File: config.mk
export PLATFORM = sky130hd
export DESIGN_NAME = tdc_therm_decoder
export DESIGN_NICKNAME = d
export VERILOG_FILES = /design/src/rtl/tdc_therm_decoder.sv
export SDC_FILE = /design/constraint.sdc
export NUM_CORES = 1
export LEC_CHECK = 0
export CORE_AREA = 2 2 65 67
export CTS_BUF_LIST = sky130_fd_sc_hd__clkbuf_16
export DETAILED_ROUTE_END_ITERATION = 8
export DIE_AREA = 0 0 67 69
export MAX_ROUTING_LAYER = met4
export PLACE_DENSITY = 0.72
export SLEW_MARGIN = 10
export SYNTH_ARGS = -nofsm -noshare
export SYNTH_HDL_FRONTEND = slang
export SYNTH_SLANG_ARGS = --single-unit
File: constraint.sdc
create_clock -name clk -period 1.5 [get_ports clk]
set_clock_uncertainty 0.05 [all_clocks]
set_input_delay 0.375 -clock clk [delete_from_list [all_inputs] [get_ports clk]]
set_output_delay 0.375 -clock clk [all_outputs]
set_load 0.01 [all_outputs]
File: src/rtl/tdc_therm_decoder.sv
// rtl/tdc_therm_decoder.sv - TDC thermometer capture, bubble correction and first-edge encoder
// Optional averaging output stage enabled by defining TDC_AVG_EN.
module tdc_therm_decoder #(
  parameter int N_TAPS   = 16,
  parameter int AVG_LOG2 = 2,
  localparam int CW      = $clog2(N_TAPS)
) (
  input  logic              clk,
  input  logic              rst_n,
  input  logic              en,
  input  logic [N_TAPS-1:0] samp_i,
  input  logic              samp_vld_i,
  output logic [CW-1:0]     code_o,
  output logic              pol_o,
  output logic              no_edge_o,
  output logic              vld_o
);

  logic [N_TAPS-1:0] r_t1;
  logic              r_v1;
  logic [N_TAPS-1:0] r_t2;
  logic              r_v2;
  logic [N_TAPS-1:0] w_t2;
  logic [CW-1:0]     w_k;
  logic              w_found;

  always_ff @(posedge clk or negedge rst_n) begin
    if (!rst_n) begin
      r_t1 <= '0;
      r_v1 <= 1'b0;
      r_t2 <= '0;
      r_v2 <= 1'b0;
    end else begin
      if (samp_vld_i && en) begin
        r_t1 <= samp_i;
        r_v1 <= 1'b1;
      end else begin
        r_v1 <= 1'b0;
      end
      r_t2 <= w_t2;
      r_v2 <= r_v1;
    end
  end

  // 3-tap majority vote removes single-bit bubbles; end taps have no neighbour pair.
  always_comb begin
    w_t2 = r_t1;
    for (int i = 1; i <= N_TAPS - 2; i++) begin
      w_t2[i] = (r_t1[i-1] & r_t1[i]) | (r_t1[i-1] & r_t1[i+1]) | (r_t1[i] & r_t1[i+1]);
    end
  end

  // Scan downward so the lowest transition is the one left standing.
  always_comb begin
    w_k     = '0;
    w_found = 1'b0;
    for (int k = N_TAPS - 1; k >= 1; k--) begin
      if (r_t2[k] != r_t2[k-1]) begin
        w_k     = CW'(k);
        w_found = 1'b1;
      end
    end
  end

`ifdef TDC_AVG_EN
  logic [CW-1:0]          r_k3;
  logic                   r_pol3;
  logic                   r_ne3;
  logic                   r_v3;
  logic [CW+AVG_LOG2-1:0] r_acc;
  logic [AVG_LOG2-1:0]    r_cnt;
  logic                   r_pol_acc;
  logic [CW+AVG_LOG2-1:0] w_sum;

  assign w_sum = r_acc + {{AVG_LOG2{1'b0}}, r_k3};

  always_ff @(posedge clk or negedge rst_n) begin
    if (!rst_n) begin
      r_k3      <= '0;
      r_pol3    <= 1'b0;
      r_ne3     <= 1'b0;
      r_v3      <= 1'b0;
      r_acc     <= '0;
      r_cnt     <= '0;
      r_pol_acc <= 1'b0;
      code_o    <= '0;
      pol_o     <= 1'b0;
      no_edge_o <= 1'b0;
      vld_o     <= 1'b0;
    end else begin
      r_v3 <= r_v2;
      if (r_v2) begin
        r_k3   <= w_k;
        r_pol3 <= r_t2[0];
        r_ne3  <= ~w_found;
      end
      vld_o     <= 1'b0;
      no_edge_o <= r_v3 & r_ne3;
      if (!en) begin
        r_acc <= '0;
        r_cnt <= '0;
      end else if (r_v3 && !r_ne3) begin
        r_pol_acc <= r_pol3;
        if (r_cnt == {AVG_LOG2{1'b1}}) begin
          code_o <= w_sum[CW+AVG_LOG2-1:AVG_LOG2];
          pol_o  <= r_pol3;
          vld_o  <= 1'b1;
          r_acc  <= '0;
          r_cnt  <= '0;
        end else begin
          r_acc <= w_sum;
          r_cnt <= r_cnt + 1'b1;
        end
      end
    end
  end
`else
  always_ff @(posedge clk or negedge rst_n) begin
    if (!rst_n) begin
      code_o    <= '0;
      pol_o     <= 1'b0;
      no_edge_o <= 1'b0;
      vld_o     <= 1'b0;
    end else begin
      vld_o <= r_v2;
      if (r_v2) begin
        code_o    <= w_k;
        pol_o     <= r_t2[0];
        no_edge_o <= ~w_found;
      end
    end
  end
`endif

endmodule

# Word-level counts from Yosys, hierarchy flattened
# Cells that the tools add are included.
# word_totals
inputBits	20
word_cells	113
register_bits	41
output_inout_bits	7
# op_classes
bitwise_logic	58
reduce_logical	1
eq_ne	15
muxes	31
# ops
op	count
4-bit two-way mux	15
1-bit bitwise AND	29
1-bit OR	28
1-bit two-way mux	16
1-bit inequality test	15
1-bit logical AND	1
1-bit inverter	1

# Depth between registers and ports, before layout
# Gate-level depths: netlist (run 1).
# logic_depth
depth_word	17
mapped_depth	6
ltp_nobuf	5

# Worst setup path after synthesis (run 1)
# OpenSTA, ideal clock, no wires.
# synth_path
kind	register -> register
startpoint	reg r_t2[9]
endpoint	reg code_o[3]
t_required_ns	1.325
path_slack_ns	-0.026
synth_period_minus_slack_ns	1.526
stages_incl_launch_ff	6
arrival_time_ns	1.352
path_cell_list	dfrtp_1 -> or3_1 -> or3_1 -> o21ai_2 -> and2b_1 -> o22ai_1
# synth_between
elab_chain_len	11
elab_cells_between_ends	12
classes_between	eq/ne: 2; mux: 10
# synth_rtl
element	line_no	rtl
from (decl)	21	logic [N_TAPS-1:0] r_t2;
from (signal assigned)	40	r_t2 <= w_t2;
1-bit inequality test	58	if (r_t2[k] != r_t2[k-1]) begin
4-bit two-way mux	58	
4-bit two-way mux * (9 in a row)	58	
to (signal assigned)	127	code_o <= w_k;
to (decl)	13	output logic [CW-1:0] code_o,
# Mark *: on every way between the ends. The rest lies on a longest branch, timed or not.
# A chain may end at the register's enable or synchronous reset.

# Worst setup path in the final report (run 1)
# Same ends and word-level chain as after synthesis.

==> results of run 1 <==
flip-flops by register name, summed over array words and instances (netlist names):
register and cells:
vld_o 1, r_t2 16, code_o 4, no_edge_o 1, r_v1 1, pol_o 1, r_t1 16, r_v2 1
per-stage QoR:
step | TNS [ps] | utilization (%)
global placement | -569.8 | 56.01
detailed placement | -1002 | 56.01
floorplan | -26.13 | -
finish | -64.31 | 60.39
CTS | -76.39 | 59.59
global route | -301.2 | 60.39
power groups by stage:
stage,clock [mW],sequential [mW],combinational (mW)
global placement,0,1.48,0.689
detailed placement,0,1.50,0.713
finish,0.992,1.48,0.730
CTS,1.02,1.48,0.708
floorplan,0,1.48,0.412
global route,1.08,1.51,0.813
layout make-up:
cell class,instances,area (um^2),share of cell area (%)
flip-flops and latches,41,1026,43.41
clock buffers,5,125.1,5.294
repair buffers,39,356.6,15.09
multi-input cells,99,749.5,31.71
inverters,8,30.03,1.271
well taps,50,62.56,2.647
clock inverters,3,13.76,0.5823
logic make-up after synthesis:
group           Yosys count
buf+inv                  13
mux                      17
fa+ha+maj                14
xor+xnor                  2
compound gates           26
simple gates             40
flops                    41
repair_timing:
| action | CTS | global route |
|---|---|---|
| pin swaps | 4 | 2 |
| gates cloned | 0 | 0 |
| setup endpoints to repair | 11 | 5 |
| buffers inserted | 1 | 1 |
| resized for setup | 10 | 7 |
| hold endpoints to repair | 0 | 0 |
layout by cell type, fill, tap and decap left out, drive strengths merged, types with 3 or more instances in the layout:
cell           instances
clkbuf                 5
a31oi                  4
or3                    3
mux2                  17
o21ai                  8
nor2                   6
dlygate4sd2            7
nor3                   6
inv                    9
nand2                 11
clkdlybuf4s50         18
buf                   14
nor2b                  3
maj3                  14
dfrtp                 41
o22ai                  5
how the worst max path moves through the flow:
stage	startpoint	end
after CTS	r_t2[9]	code_o[3]
after global routing	r_t2[9]	code_o[3]
after global placement	samp_vld_i	r_t1[15]
after detailed placement	en	r_t1[9]
final	r_t2[9]	code_o[3]
after floorplan	r_t2[9]	code_o[3]
metal layers:
layer	share of wire (%)	GRT usage (%)
met2	54	24.97
met4	0.34	5.896
met1	41	17.92
met5	0	-
met3	4.3	5.057
==> run metrics, run 1 <==
DRC violation total after the first TritonRoute iteration=20; number of antenna violations at the first check in global routing=0; buffer levels on the longest clock path=2; transition at the pin with the smallest max-transition slack=474.7 ps; net switching share of the total power=27.21%; source-to-sink clock delay at the later pin of the worst-skew pair=280 ps; number of hold-slack violations in the final timing report=0; Top FF cell, synth=sky130_fd_sc_hd__dfrtp_1; number of global-route vias before repair=1243; setup repair after global routing missed its margin=yes; status=complete, but fails checks; Synthesized Nets=173; total number of cells along the worst setup path=5; placed wire-length estimate=2.143 mm; CTS clock-pin slew for the worst setup and hold paths=60 ps; Min Clock Period, post-route=1564 ps; Overall Power=3.201 mW; sequential share of the synthesized area=56.98%; average cell area after synthesis=11.77 um^2; fraction of the mapped netlist area in compound gates=9.729%; Die Wd=67 um; Clock Sink Count=41; most area-hungry cell type in the Yosys netlist=sky130_fd_sc_hd__dfrtp_1; post-layout worst setup margin=-64.31 ps; Setup violations, final=1; drt wl/cell=12.14 um; leakage=1.018 nW; Cell Pwr Density=1354 nW/um^2; count of H-tree levels built during CTS=2; pin count of the biggest net entering global routing=42; DRC errors left=0; share of synthesized registers carrying an async set or reset=100.0%; netlist area before placement=1800 um^2; first-pass GRT wire length=5.306 mm; Max rail drop VDD=925.6 uV; initial standard-cell utilization of the core=46.00%; fraction of final layout cells with drive strength greater than 1=24.10%; fraction of synthesized area in multiplexers=10.63%; design internal power=2.330 mW; CTS tree=built; launch point of the worst reg-to-reg path=r_t2[9]; synthesized flop and latch total=41; die area=4623 um^2; main area contributors after synthesis=sky130_fd_sc_hd__dfrtp_1 57%, sky130_fd_sc_hd__mux2_2 11%, sky130_fd_sc_hd__maj3_1 7.8%; number of buffers inserted by hold repair at cts=0; Die H=69 um; worst path arrival time=1670 ps; Worst path slowest cell=sky130_fd_sc_hd__or3_4; max_slew headroom=68.35%; kind of start point of the critical path=flip-flop; final net count=214; max-capacitance violation count=0; number of port buffers=26; post-layout instance area=2364 um^2; crit-path most repeated cell=sky130_fd_sc_hd__or3_4; Worst Setup End Kind=flip-flop; Yosys cell types=35; vias after detailed routing=1248; Hold WC Path Type=in -> async; highest clock frequency the design can meet=639.3 MHz; Reg power frac=46.2%; WP data required=1600 ps; number of cell rows=23; cell with the most instances after synthesis=sky130_fd_sc_hd__dfrtp_1; final cycle utilization of the critical path=104.3%; area fraction of the dominant cell type after synthesis=56.98%; total length of routed wires=2.974 mm; antenna violation net count after detailed routing=0; Setup CP Type=reg -> reg; switching pwr=870.7 uW; Placed Instance Area=2192 um^2; non-filler cells, final=245; biggest fanout along the worst timing path=3; portion of total power attributed to the clock network=31.0%; Post-synth EDFFs=0; filler instances=328; Register-to-Register Setup Slack=-60 ps; end of the worst register-to-register path=code_o[3]; Combinational Power Share=22.8%; global route overflow=0; violated checks=negative setup slack; n_diodes=0; count of cells along the worst register-to-register path=5; number of slew-limit violations in the final report=0; CP peak stage delay=390 ps; Clock Tree Root=sky130_fd_sc_hd__clkbuf_16; main combinational cell family by area after synthesis=simple AND/OR/NAND/NOR gates; GRT Resource Usage Total=15.57%; area inside the core boundary=3914 um^2; crit path cell chain=or3_4 -> or3_4 -> o21ai_4 -> and2b_1 -> o22ai_1; Critical path buffers and inverters=0; Yosys Warn Count=0; Top delay family on crit path=simple AND/OR/NAND/NOR gates; post-synthesis cell count=153; arithmetic-cell share of the synthesized area counting full adders, half adders and majority gates=7.783%; detailed-route vias per instance=5.094; parity-gate share of the synthesized area counting xor and xnor cells=0.9729%; top cells by count, synth=41 x sky130_fd_sc_hd__dfrtp_1, 17 x sky130_fd_sc_hd__mux2_2, 14 x sky130_fd_sc_hd__maj3_1, 11 x sky130_fd_sc_hd__nand2_1, 8 x sky130_fd_sc_hd__inv_1; layout-stage area growth over the synthesis result=31.27%; basic-gate share of the synthesized area counting and, or, nand and nor cells=11.05%; count of boundary I/O pins=27; drt first pass iters=4; routability cong.=0.8250; Placed Cells=235; minimum hold slack=95.56 ps; post-placement worst setup slack=-72.23 ps; Inserted Clock Buffers=5
No activity file was read; power rests on OpenSTA's default activity.
==> inputs of run 2 (changes only) <==
--- a/config.mk
+++ b/config.mk
@@ -5,12 +5,12 @@
 export SDC_FILE = /design/constraint.sdc
 export NUM_CORES = 1
 export LEC_CHECK = 0
-export CORE_AREA = 2 2 65 67
+export CORE_AREA = 2 2 62 64
 export CTS_BUF_LIST = sky130_fd_sc_hd__clkbuf_16
 export DETAILED_ROUTE_END_ITERATION = 8
-export DIE_AREA = 0 0 67 69
+export DIE_AREA = 0 0 64 66
 export MAX_ROUTING_LAYER = met4
-export PLACE_DENSITY = 0.72
+export PLACE_DENSITY = 0.76
 export SLEW_MARGIN = 10
 export SYNTH_ARGS = -nofsm -noshare
 export SYNTH_HDL_FRONTEND = slang
==> constraint.sdc (replaced) <==
create_clock -name clk -period 1.68 [get_ports clk]
set_clock_uncertainty 0.05 [all_clocks]
set_input_delay 0.42 -clock clk [delete_from_list [all_inputs] [get_ports clk]]
set_output_delay 0.42 -clock clk [all_outputs]
set_load 0.01 [all_outputs]
==> run metrics, run 2 (synthesis results as in run 1) <==
n_diodes=0 (unchanged); Post-CTS Resized=0 (was 10); final net count=206 (was 214); Placed Instance Area=2145 um^2 (was 2192 um^2); DRC violation total after the first TritonRoute iteration=31 (was 20); leakage=0.9582 nW (was 1.018 nW); detailed-route vias per instance=5.119 (was 5.094); number of buffers inserted to repair setup after CTS=0 (was 1); sum of negative setup slack=0 ps (was -64.31 ps); GRT Resource Usage Total=15.96% (was 15.57%); max-capacitance violation count=0 (unchanged); count of cells along the worst register-to-register path=5 (unchanged); end of the worst register-to-register path=code_o[0] (was code_o[3]); count of H-tree levels built during CTS=2 (unchanged); transition at the pin with the smallest max-transition slack=494.2 ps (was 474.7 ps); kind of start point of the critical path=flip-flop (unchanged); post-layout instance area=2316 um^2 (was 2364 um^2); most common cell after layout, fill and taps aside=sky130_fd_sc_hd__dfrtp_1 (unchanged); antenna violation net count after detailed routing=0 (unchanged); number of cell rows=22 (was 23); biggest fanout along the worst timing path=2 (was 3); Critical path buffers and inverters=1 (was 0); Worst path slowest cell=sky130_fd_sc_hd__clkdlybuf4s50_1 (was sky130_fd_sc_hd__or3_4); max_slew headroom=67.05% (was 68.35%); multi-input combinational cell area=723.2 um^2 (was 749.5 um^2); Cell Pwr Density=1286 nW/um^2 (was 1354 nW/um^2); global route overflow=0 (unchanged); Clock Tree Root=sky130_fd_sc_hd__clkbuf_16 (unchanged); number of antenna violations at the first check in global routing=0 (unchanged); status=complete, no violations (was complete, but fails checks); Inserted Clock Buffers=5 (unchanged); launch point of the worst reg-to-reg path=r_t2[14] (was r_t2[9]); buffer levels on the longest clock path=2 (unchanged); Clock Sink Count=41 (unchanged); pin count of the biggest net entering global routing=42 (unchanged); CTS clock-pin slew for the worst setup and hold paths=60 ps (about the same); Top delay family on crit path=buffers and inverters (was simple AND/OR/NAND/NOR gates); final cycle utilization of the critical path=97.69%; Max rail drop VDD=768.7 uV (was 925.6 uV); setup repair after global routing missed its margin=no (was yes); fraction of final layout cells with drive strength greater than 1=18.18% (was 24.10%); number of hold-slack violations in the final timing report=0 (unchanged); initial standard-cell utilization of the core=50.70% (was 46.00%); number of buffers inserted by hold repair at cts=0 (unchanged); routability cong.=0.8620 (was 0.8250); Register-to-Register Setup Slack=120 ps (was -60 ps); number of slew-limit violations in the final report=0 (unchanged); vias after detailed routing=1203 (was 1248); Overall Power=2.977 mW (was 3.201 mW); Setup CP Type=reg -> out (was reg -> reg); drt first pass iters=4 (unchanged); number of global-route vias before repair=1192 (was 1243); Die H=66 um (was 69 um); DRC errors left=0 (unchanged); Die Wd=64 um (was 67 um); count of boundary I/O pins=27 (unchanged); CP peak stage delay=540 ps (was 390 ps); Min Clock Period, post-route=1641 ps; Setup violations, final=0 (was 1); most frequent cells in the layout=41 x sky130_fd_sc_hd__dfrtp_1, 25 x sky130_fd_sc_hd__clkdlybuf4s50_1, 17 x sky130_fd_sc_hd__mux2_2 (was 41 x sky130_fd_sc_hd__dfrtp_1, 18 x sky130_fd_sc_hd__clkdlybuf4s50_1, 17 x sky130_fd_sc_hd__mux2_2); highest clock frequency the design can meet=609.3 MHz; die area=4224 um^2 (was 4623 um^2); CTS tree=built (unchanged); worst path arrival time=1170 ps (was 1670 ps); Register Area=1026 um^2 (unchanged); crit path cell chain=clkdlybuf4s50_1 (was or3_4 -> or3_4 -> o21ai_4 -> and2b_1 -> o22ai_1); minimum hold slack=138.4 ps (was 95.56 ps); largest registers in the final layout=r_t1 (16), r_t2 (16), code_o (4) (unchanged); Hold WC Path Type=in -> async (unchanged); WP data required=1210 ps (was 1600 ps); placed wire-length estimate=2.075 mm (was 2.143 mm); drt wl/cell=11.90 um (was 12.14 um); filler instances=273 (was 328); area inside the core boundary=3551 um^2 (was 3914 um^2); number of port buffers=26 (unchanged); source-to-sink clock delay at the later pin of the worst-skew pair=280 ps (about the same); layout-stage area growth over the synthesis result=28.63% (was 31.27%); first-pass GRT wire length=4.988 mm (was 5.306 mm); total length of routed wires=2.796 mm (was 2.974 mm); Worst Setup End Kind=output port (was flip-flop)
## run 2: power breakdown
part | internal [mW] | switching (mW)
logic | 0.337 | 0.227
registers | 1.16 | 0.184
clock network | 0.702 | 0.367
total | 2.20 | 0.778
## run 2: worst max-delay path by stage
stage	startpoint	endpoint	slack, ps	cells after the start
floorplan	r_t2[9]	code_o[3]	150	5
global placement	samp_vld_i	r_t1[1]	100	4
detailed placement	samp_vld_i	r_t1[8]	80	4
CTS	no_edge_o	no_edge_o	20	1
global route	no_edge_o	no_edge_o	4	1
finish	no_edge_o	no_edge_o	40	1
## run 2: per-layer routing
layer / track usage (%) / vias up / part of all wire, %
met2: 26.82 / 32 / 50
met5: - / - / 0
met3: 5.111 / 7 / 5.1
met4: 6.793 / 0 / 2.1
met1: 17.53 / 552 / 43
li1: - / 612 / -
## run 2: metrics by stage
step	cells	worst slack (ps)	utilization [%]
2_1_floorplan	153	153.9	-
3_3_place_gp	227	101.9	60.39
3_5_place_dp	227	76.57	60.39
4_1_cts	235	21.49	65.22
5_1_grt	235	4.302	65.22
6_report	235	38.84	65.22
## run 2: cell type report
class,instances,area share (%)
Clock buffer,5,5.402
Tap cell,48,2.593
Inverter,8,1.297
Clock inverter,3,1.999
Timing Repair Buffer,31,13.18
Sequential cell,41,44.30
Multi-Input combinational cell,99,31.23
